<file path="src/rtl/bist_pkg.sv">
// Shared definitions for the memory BIST diagnostic back end.
// Provides the default address/data widths, the pattern-index width and the
// default log entry layout that the FIFO uses when no other type is given.
package bist_pkg;

    localparam int SIZE_DEF   = 6;
    localparam int LENGTH_DEF = 8;
    localparam int PAT_W      = 3;

    typedef struct packed {
        logic [PAT_W-1:0]      pattern;
        logic [SIZE_DEF-1:0]   addr;
        logic [LENGTH_DEF-1:0] syndrome;
    } log_entry_t;

endpackage

</file>
<file path="src/rtl/bist_log_fifo.sv">
// Generic synchronous FIFO with a show-ahead head.
// Ports:
//   clk, rst        clock, asynchronous active-high reset
//   clear           synchronous flush (pointers back to zero)
//   push, push_data write an entry; caller guarantees !full || pop
//   pop             advance the head; caller guarantees !empty
//   head_data       entry at the head, valid whenever !empty
//   empty, full     occupancy flags
module bist_log_fifo
    import bist_pkg::*;
#(
    parameter type entry_t = log_entry_t,
    parameter int  DEPTH   = 8
) (
    input  logic   clk,
    input  logic   rst,
    input  logic   clear,
    input  logic   push,
    input  entry_t push_data,
    input  logic   pop,
    output entry_t head_data,
    output logic   empty,
    output logic   full
);

    localparam int AW = $clog2(DEPTH);
    localparam int PW = AW + 1;

    // One extra pointer bit separates full from empty when the indices match.
    logic [PW-1:0] wr_ptr;
    logic [PW-1:0] rd_ptr;
    entry_t        mem [DEPTH];

    always_ff @(posedge clk or posedge rst) begin
        if (rst) begin
            wr_ptr <= '0;
            rd_ptr <= '0;
        end else if (clear) begin
            wr_ptr <= '0;
            rd_ptr <= '0;
        end else begin
            if (push) wr_ptr <= wr_ptr + PW'(1);
            if (pop)  rd_ptr <= rd_ptr + PW'(1);
        end
    end

    // Storage is not reset; the head is only meaningful while !empty.
    always_ff @(posedge clk) begin
        if (push && !clear) mem[wr_ptr[AW-1:0]] <= push_data;
    end

    assign head_data = mem[rd_ptr[AW-1:0]];
    assign empty     = (wr_ptr == rd_ptr);
    assign full      = (wr_ptr[AW] != rd_ptr[AW]) &&
                       (wr_ptr[AW-1:0] == rd_ptr[AW-1:0]);

endmodule

</file>
<file path="src/rtl/bist_fail_logger.sv">
// Memory BIST failure logger: records each mismatching compare
// {pattern, addr, expected^actual} in a small FIFO drained over valid/ready,
// and keeps a saturating failure count, sticky overflow and first-fail address.
// Ports:
//   clk, rst                 clock, asynchronous active-high reset
//   clear                    synchronous flush of log, counter and flags
//   cmp_valid/addr/pattern/expected/actual   compare stream from the BIST
//   log_valid/ready          drain handshake; log_* are zero when !log_valid
//   log_addr/pattern/syndrome head entry fields
//   fail_count               mismatches since clear, saturating
//   overflow                 sticky: a mismatch was dropped on a full log
//   first_valid/first_addr   first mismatch since clear
//   log_full                 FIFO holds DEPTH entries
module bist_fail_logger
    import bist_pkg::*;
#(
    parameter int size   = SIZE_DEF,
    parameter int length = LENGTH_DEF,
    parameter int DEPTH  = 8,
    parameter int CNT_W  = 16
) (
    input  logic              clk,
    input  logic              rst,
    input  logic              clear,
    input  logic              cmp_valid,
    input  logic [size-1:0]   cmp_addr,
    input  logic [PAT_W-1:0]  cmp_pattern,
    input  logic [length-1:0] cmp_expected,
    input  logic [length-1:0] cmp_actual,
    output logic              log_valid,
    input  logic              log_ready,
    output logic [size-1:0]   log_addr,
    output logic [PAT_W-1:0]  log_pattern,
    output logic [length-1:0] log_syndrome,
    output logic [CNT_W-1:0]  fail_count,
    output logic              overflow,
    output logic              first_valid,
    output logic [size-1:0]   first_addr,
    output logic              log_full
);

    // Entry layout follows this instance's widths rather than the package defaults.
    typedef struct packed {
        logic [PAT_W-1:0]  pattern;
        logic [size-1:0]   addr;
        logic [length-1:0] syndrome;
    } entry_t;

    localparam logic [CNT_W-1:0] CNT_MAX = '1;

    entry_t push_entry;
    entry_t head;
    logic   empty;
    logic   mismatch;
    logic   pop;
    logic   push;
    logic   drop;

    assign mismatch = cmp_valid && (cmp_expected != cmp_actual);

    // log_valid comes straight from registered pointers, so it never
    // depends on log_ready. Clear overrides both push and pop.
    assign log_valid = !empty;
    assign pop       = log_valid && log_ready && !clear;
    assign push      = mismatch && !clear && (!log_full || pop);
    assign drop      = mismatch && !clear && log_full && !pop;

    assign push_entry.pattern  = cmp_pattern;
    assign push_entry.addr     = cmp_addr;
    assign push_entry.syndrome = cmp_expected ^ cmp_actual;

    bist_log_fifo #(
        .entry_t (entry_t),
        .DEPTH   (DEPTH)
    ) u_fifo (
        .clk       (clk),
        .rst       (rst),
        .clear     (clear),
        .push      (push),
        .push_data (push_entry),
        .pop       (pop),
        .head_data (head),
        .empty     (empty),
        .full      (log_full)
    );

    assign log_addr     = log_valid ? head.addr     : '0;
    assign log_pattern  = log_valid ? head.pattern  : '0;
    assign log_syndrome = log_valid ? head.syndrome : '0;

    always_ff @(posedge clk or posedge rst) begin
        if (rst) begin
            fail_count  <= '0;
            overflow    <= 1'b0;
            first_valid <= 1'b0;
            first_addr  <= '0;
        end else if (clear) begin
            fail_count  <= '0;
            overflow    <= 1'b0;
            first_valid <= 1'b0;
            first_addr  <= '0;
        end else begin
            if (mismatch && fail_count != CNT_MAX) fail_count <= fail_count + CNT_W'(1);
            if (drop) overflow <= 1'b1;
            if (mismatch && !first_valid) begin
                first_valid <= 1'b1;
                first_addr  <= cmp_addr;
            end
        end
    end

endmodule

</file>
<file path="config.mk">
export PLATFORM = sky130hd
export DESIGN_NAME = bist_fail_logger
export DESIGN_NICKNAME = d
export VERILOG_FILES = /design/src/rtl/bist_pkg.sv /design/src/rtl/bist_log_fifo.sv /design/src/rtl/bist_fail_logger.sv
export SDC_FILE = /design/constraint.sdc
export NUM_CORES = 1
export LEC_CHECK = 0
export CAP_MARGIN = 10
export CORE_MARGIN = 3
export CORE_UTILIZATION = 63
export CTS_BUF_LIST = sky130_fd_sc_hd__clkbuf_4
export CTS_CLUSTER_SIZE = 28
export DETAILED_ROUTE_END_ITERATION = 8
export GPL_ROUTABILITY_DRIVEN = 1
export GPL_TIMING_DRIVEN = 0
export PLACE_DENSITY = 0.87
export SYNTH_ARGS = -nofsm -noshare
export SYNTH_HDL_FRONTEND = slang
export SYNTH_HIERARCHICAL = 1
export SYNTH_SLANG_ARGS = --single-unit
</file>
<file path="constraint.sdc">
create_clock -name clk -period 8.58 [get_ports clk]
set_input_delay 1.716 -clock clk [delete_from_list [all_inputs] [get_ports clk]]
set_output_delay 1.716 -clock clk [all_outputs]
set_load 0.05 [all_outputs]
</file>
==> metrics.log <==
[metrics] RSZ-0062 raised after global routing: false
[metrics] estimated wirelength of the detail-placed design: ~11000 µm
[metrics] number of diodes added for antenna fixing: 0
[metrics] Num Clock Sinks: around 170
[metrics] number of resized instances in the post-cts repair step: 0
[metrics] Hold Path Class: flop to flop
[metrics] post-synth design cell area: between 0.007 and 0.008 mm²
[metrics] fraction of final layout cells with drive strength greater than 1: 0.169
[metrics] CTS root buffer: sky130_fd_sc_hd__clkbuf_4
[metrics] status: complete, no violations
[metrics] Filler Cell Count: 573
[metrics] number of levels the H-tree was split into: 4
[metrics] number of design rule violations left after detail routing: 0
[metrics] leading cell types in the layout, fill and taps excluded: 136 x sky130_fd_sc_hd__edfxtp_1, 72 x sky130_fd_sc_hd__clkdlybuf4s50_1, 32 x sky130_fd_sc_hd__dfrtp_1
[metrics] Die Y: 113 µm
[metrics] worst path required time: around 7 ns
[metrics] Max Buffers Root-to-Sink: 2
[metrics] launch point of the worst path: u_fifo/rd_ptr[1]
[metrics] number of primary I/O pins: 73
[metrics] maximum resistive drop on vdd: about 130 µV
[metrics] synthesized instance count: 420
[metrics] count of hold-fix buffers inserted at cts: 0
[metrics] capture point of the critical path: log_syndrome[1]
[metrics] horizontal die dimension: 113 µm
[metrics] worst skew pair latency: 0.54 ns
[metrics] Register Area: ~0.0049 mm²
[metrics] critical-path maximum fanout: 10
[metrics] max_slew headroom: 0.344
[metrics] Max Cap Violations: 0
[metrics] cts bufs inserted: 17
[metrics] remaining antenna violation count after routing: 0
[metrics] most common library cell in the layout ignoring fill and taps: sky130_fd_sc_hd__edfxtp_1
[metrics] area used by multi-input combinational logic: 0.00218 mm²
[metrics] max-slew violation count: 0
[metrics] final worst path period need: around 5.7 ns
[metrics] largest net degree at the start of global routing: 25
[metrics] endpoint type of the worst setup path: primary output
[metrics] highest clock frequency the design can meet: 175 MHz
[metrics] cell leakage power: between 2 and 3 nW
[metrics] launching element type of the critical path: flop
[metrics] cell area power density: ~180 mW/mm²
[metrics] standard-cell rows: 38
[metrics] Worst Path Arrival: ~4.0 ns
[metrics] Routability Congestion: just over 0.8
[metrics] number of standard cells in the final layout excluding fillers: between 600 and 700
[metrics] number of cells after detailed placement: 640
[metrics] count of port buffers added during placement: 72
[metrics] total of warnings raised by yosys: 6
[metrics] CTS tree: yes
[metrics] #FFs+latches synth: 168
[metrics] share of synthesized area occupied by flip-flops and latches: 0.680
[metrics] post-detailed-routing wire length: 15400 µm
[metrics] number of library cell types mapped by synthesis: 38
[metrics] core region area: between 0.01 and 0.015 mm²
[metrics] internal reg-to-reg setup slack: approximately 3.7 ns
[metrics] class of the most critical setup path: flop to primary output
[metrics] slew at the pin with the worst max-slew slack: between 0.9 and 1 ns
[metrics] critical register-to-register path startpoint: u_fifo/rd_ptr[1]
[metrics] post-detailed-placement cell area: 0.00825 mm²
[metrics] total number of vias: 4247
[metrics] reg-to-reg critical path endpoint: u_fifo/mem[0][3]
[metrics] first drt pass iteration count: 5
[metrics] Area growth syn-to-layout: 18.7%
[metrics] final hold viol count: 0
[metrics] Net count, final: 552
[metrics] buffer count from post-CTS setup fixing: 0
[metrics] startpoint of the most critical hold path: overflow
[metrics] initial antenna violation count: 0
[metrics] post-synthesis area per instance: 17.1 µm²
[metrics] Clock Pin Slew Worst Setup and Hold Paths: ~0.12 ns
[metrics] synthesized netlist net count: 453
[metrics] effective utilization at floorplan: 0.654
[metrics] average wire per standard cell: approximately 23 µm
[metrics] GRT Residual Overflow: 0
[metrics] DIE AREA: 0.0127 mm²
[metrics] number of cells on the worst reg-to-reg path: 10
[metrics] Starting DRT DRC Count: approximately 340
[metrics] via density per instance: around 6.3
[metrics] final-layout setup total negative slack: 0 ns
[metrics] Max Clock Skew: between 0.01 and 0.015 ns
[metrics] vias in the first global route: 4477
[metrics] total setup violations reported at the end of the flow: 0
[metrics] first-pass GRT wire length: roughly 24000 µm
[metrics] total global-route track usage: 0.257
[metrics] final cell area excluding filler cells: 0.00854 mm²
[metrics] final cycle utilization of the critical path: 0.666
## report_power, final
part,switching (mW),internal (mW)
logic,0.110,0.0653
clock network,0.275,0.178
registers,0.00476,0.894
total,0.389,1.14
## per-stage QoR
step / power [mW] / worst slack, ns / utilization / hold slack (ns)
final: 1.53 / 2.86 / 0.777 / 0.562
after global routing: 1.58 / 2.56 / 0.777 / 0.594
after CTS: 1.54 / 2.81 / 0.777 / 0.553
after detailed placement: 1.09 / 2.52 / 0.751 / 0.505
after global placement: 1.08 / 1.38 / 0.736 / 0.511
after floorplan: 1.02 / 3.26 / - / 0.525
## flip-flops by register name, indices dropped and copies added, names as in the netlist
register and count:
first_valid 1, fail_count 16, first_addr 6, overflow 1, u_fifo/mem 136, u_fifo/wr_ptr 4
u_fifo/rd_ptr 4
## worst min-delay path by stage
stage / slack, ns / cells past startpoint / end
floorplan: 0.52 / 2 / u_fifo/wr_ptr[3]
global placement: 0.51 / 2 / overflow
detailed placement: 0.51 / 2 / overflow
CTS: 0.55 / 2 / overflow
global route: 0.59 / 2 / overflow
finish: 0.56 / 2 / overflow
## cells by family (layout without fill, tap and decap cells)
group                    after synthesis  in the layout  synth area share
flip-flops                           168            168             0.680
buffers and inverters                 27            139            0.0211
multiplexers                          60             60             0.161
XOR/XNOR                              18             18            0.0219
adder cells (fa/ha/maj)                3              3           0.00522
AND/OR/NAND/NOR                      110            110            0.0844
AO/OA/AOI/OAI                         34             34            0.0268
## critical path, cell delays in order, from the launching register on
cell	delay, ns
sky130_fd_sc_hd__dfrtp_1	0.40
sky130_fd_sc_hd__clkbuf_1	0.59
sky130_fd_sc_hd__xnor2_1	0.19
sky130_fd_sc_hd__nand3_1	0.12
sky130_fd_sc_hd__nor2b_1	0.77
sky130_fd_sc_hd__clkbuf_1	0.54
sky130_fd_sc_hd__nor2b_1	0.11
sky130_fd_sc_hd__clkdlybuf4s50_1	0.74
## routing by layer
layer,track usage,wire [µm],vias to the layer above,share of wire
met2,0.425,7990,222,0.52
li1,-,-,1864,-
met4,0.0865,328,0,0.021
met3,0.0711,1220,33,0.079
met5,0,0,-,0
met1,0.335,5840,2128,0.38
## cell type report
| class | instances | share of cell area |
|---|---|---|
| buffer | 22 | 0.0155 |
| timing repair buffer | 80 | 0.101 |
| tap | 140 | 0.0205 |
| clock buffer | 18 | 0.0158 |
| inverter | 5 | 0.00220 |
| clock inverter | 14 | 0.0176 |
| sequential | 168 | 0.572 |
| multi-input combinational | 225 | 0.255 |
## Yosys cell counts
| library cell | n | area [µm²] |
|---|---|---|
| sky130_fd_sc_hd__mux2_2 | 17 | 191 |
| sky130_fd_sc_hd__mux4_1 | 27 | 709 |
| sky130_fd_sc_hd__buf_2 | 4 | 20.0 |
| sky130_fd_sc_hd__a211oi_1 | 1 | 7.51 |
| sky130_fd_sc_hd__o21ai_1 | 7 | 35.0 |
| sky130_fd_sc_hd__mux4_2 | 7 | 158 |
| sky130_fd_sc_hd__mux2_1 | 7 | 78.8 |
| sky130_fd_sc_hd__nor4_1 | 1 | 6.26 |
| sky130_fd_sc_hd__edfxtp_1 | 136 | 4080 |
| sky130_fd_sc_hd__a21o_1 | 1 | 7.51 |
| sky130_fd_sc_hd__a21oi_1 | 17 | 85.1 |
| sky130_fd_sc_hd__clkbuf_1 | 11 | 41.3 |
| sky130_fd_sc_hd__ha_1 | 3 | 37.5 |
| sky130_fd_sc_hd__nor4_2 | 2 | 25.0 |
| sky130_fd_sc_hd__inv_2 | 1 | 3.75 |
| sky130_fd_sc_hd__mux2i_1 | 2 | 20.0 |
| sky130_fd_sc_hd__buf_4 | 2 | 15.0 |
| sky130_fd_sc_hd__xnor2_1 | 6 | 52.6 |
| sky130_fd_sc_hd__dfrtp_1 | 32 | 801 |
| sky130_fd_sc_hd__o21ai_0 | 1 | 5.00 |
| sky130_fd_sc_hd__and3_1 | 2 | 12.5 |
| sky130_fd_sc_hd__nor3_1 | 7 | 35.0 |
| sky130_fd_sc_hd__inv_1 | 4 | 15.0 |
| sky130_fd_sc_hd__nor2b_1 | 26 | 163 |
| sky130_fd_sc_hd__nand2_1 | 12 | 45.0 |
| sky130_fd_sc_hd__nand3_1 | 12 | 60.1 |
| sky130_fd_sc_hd__o31ai_1 | 7 | 52.6 |
| sky130_fd_sc_hd__or4_1 | 6 | 45.0 |
| sky130_fd_sc_hd__xor2_1 | 12 | 105 |
| sky130_fd_sc_hd__or3_1 | 1 | 6.26 |
| sky130_fd_sc_hd__or3b_2 | 1 | 8.76 |
| sky130_fd_sc_hd__and4_4 | 3 | 33.8 |
| sky130_fd_sc_hd__buf_6 | 5 | 56.3 |
| sky130_fd_sc_hd__nor3b_1 | 1 | 7.51 |
| sky130_fd_sc_hd__nor2_1 | 27 | 101 |
| sky130_fd_sc_hd__nand2b_1 | 2 | 12.5 |
| sky130_fd_sc_hd__nand4_1 | 6 | 37.5 |
| sky130_fd_sc_hd__nand3b_1 | 1 | 7.51 |
Note: power is estimated with default switching activity, not from simulation.
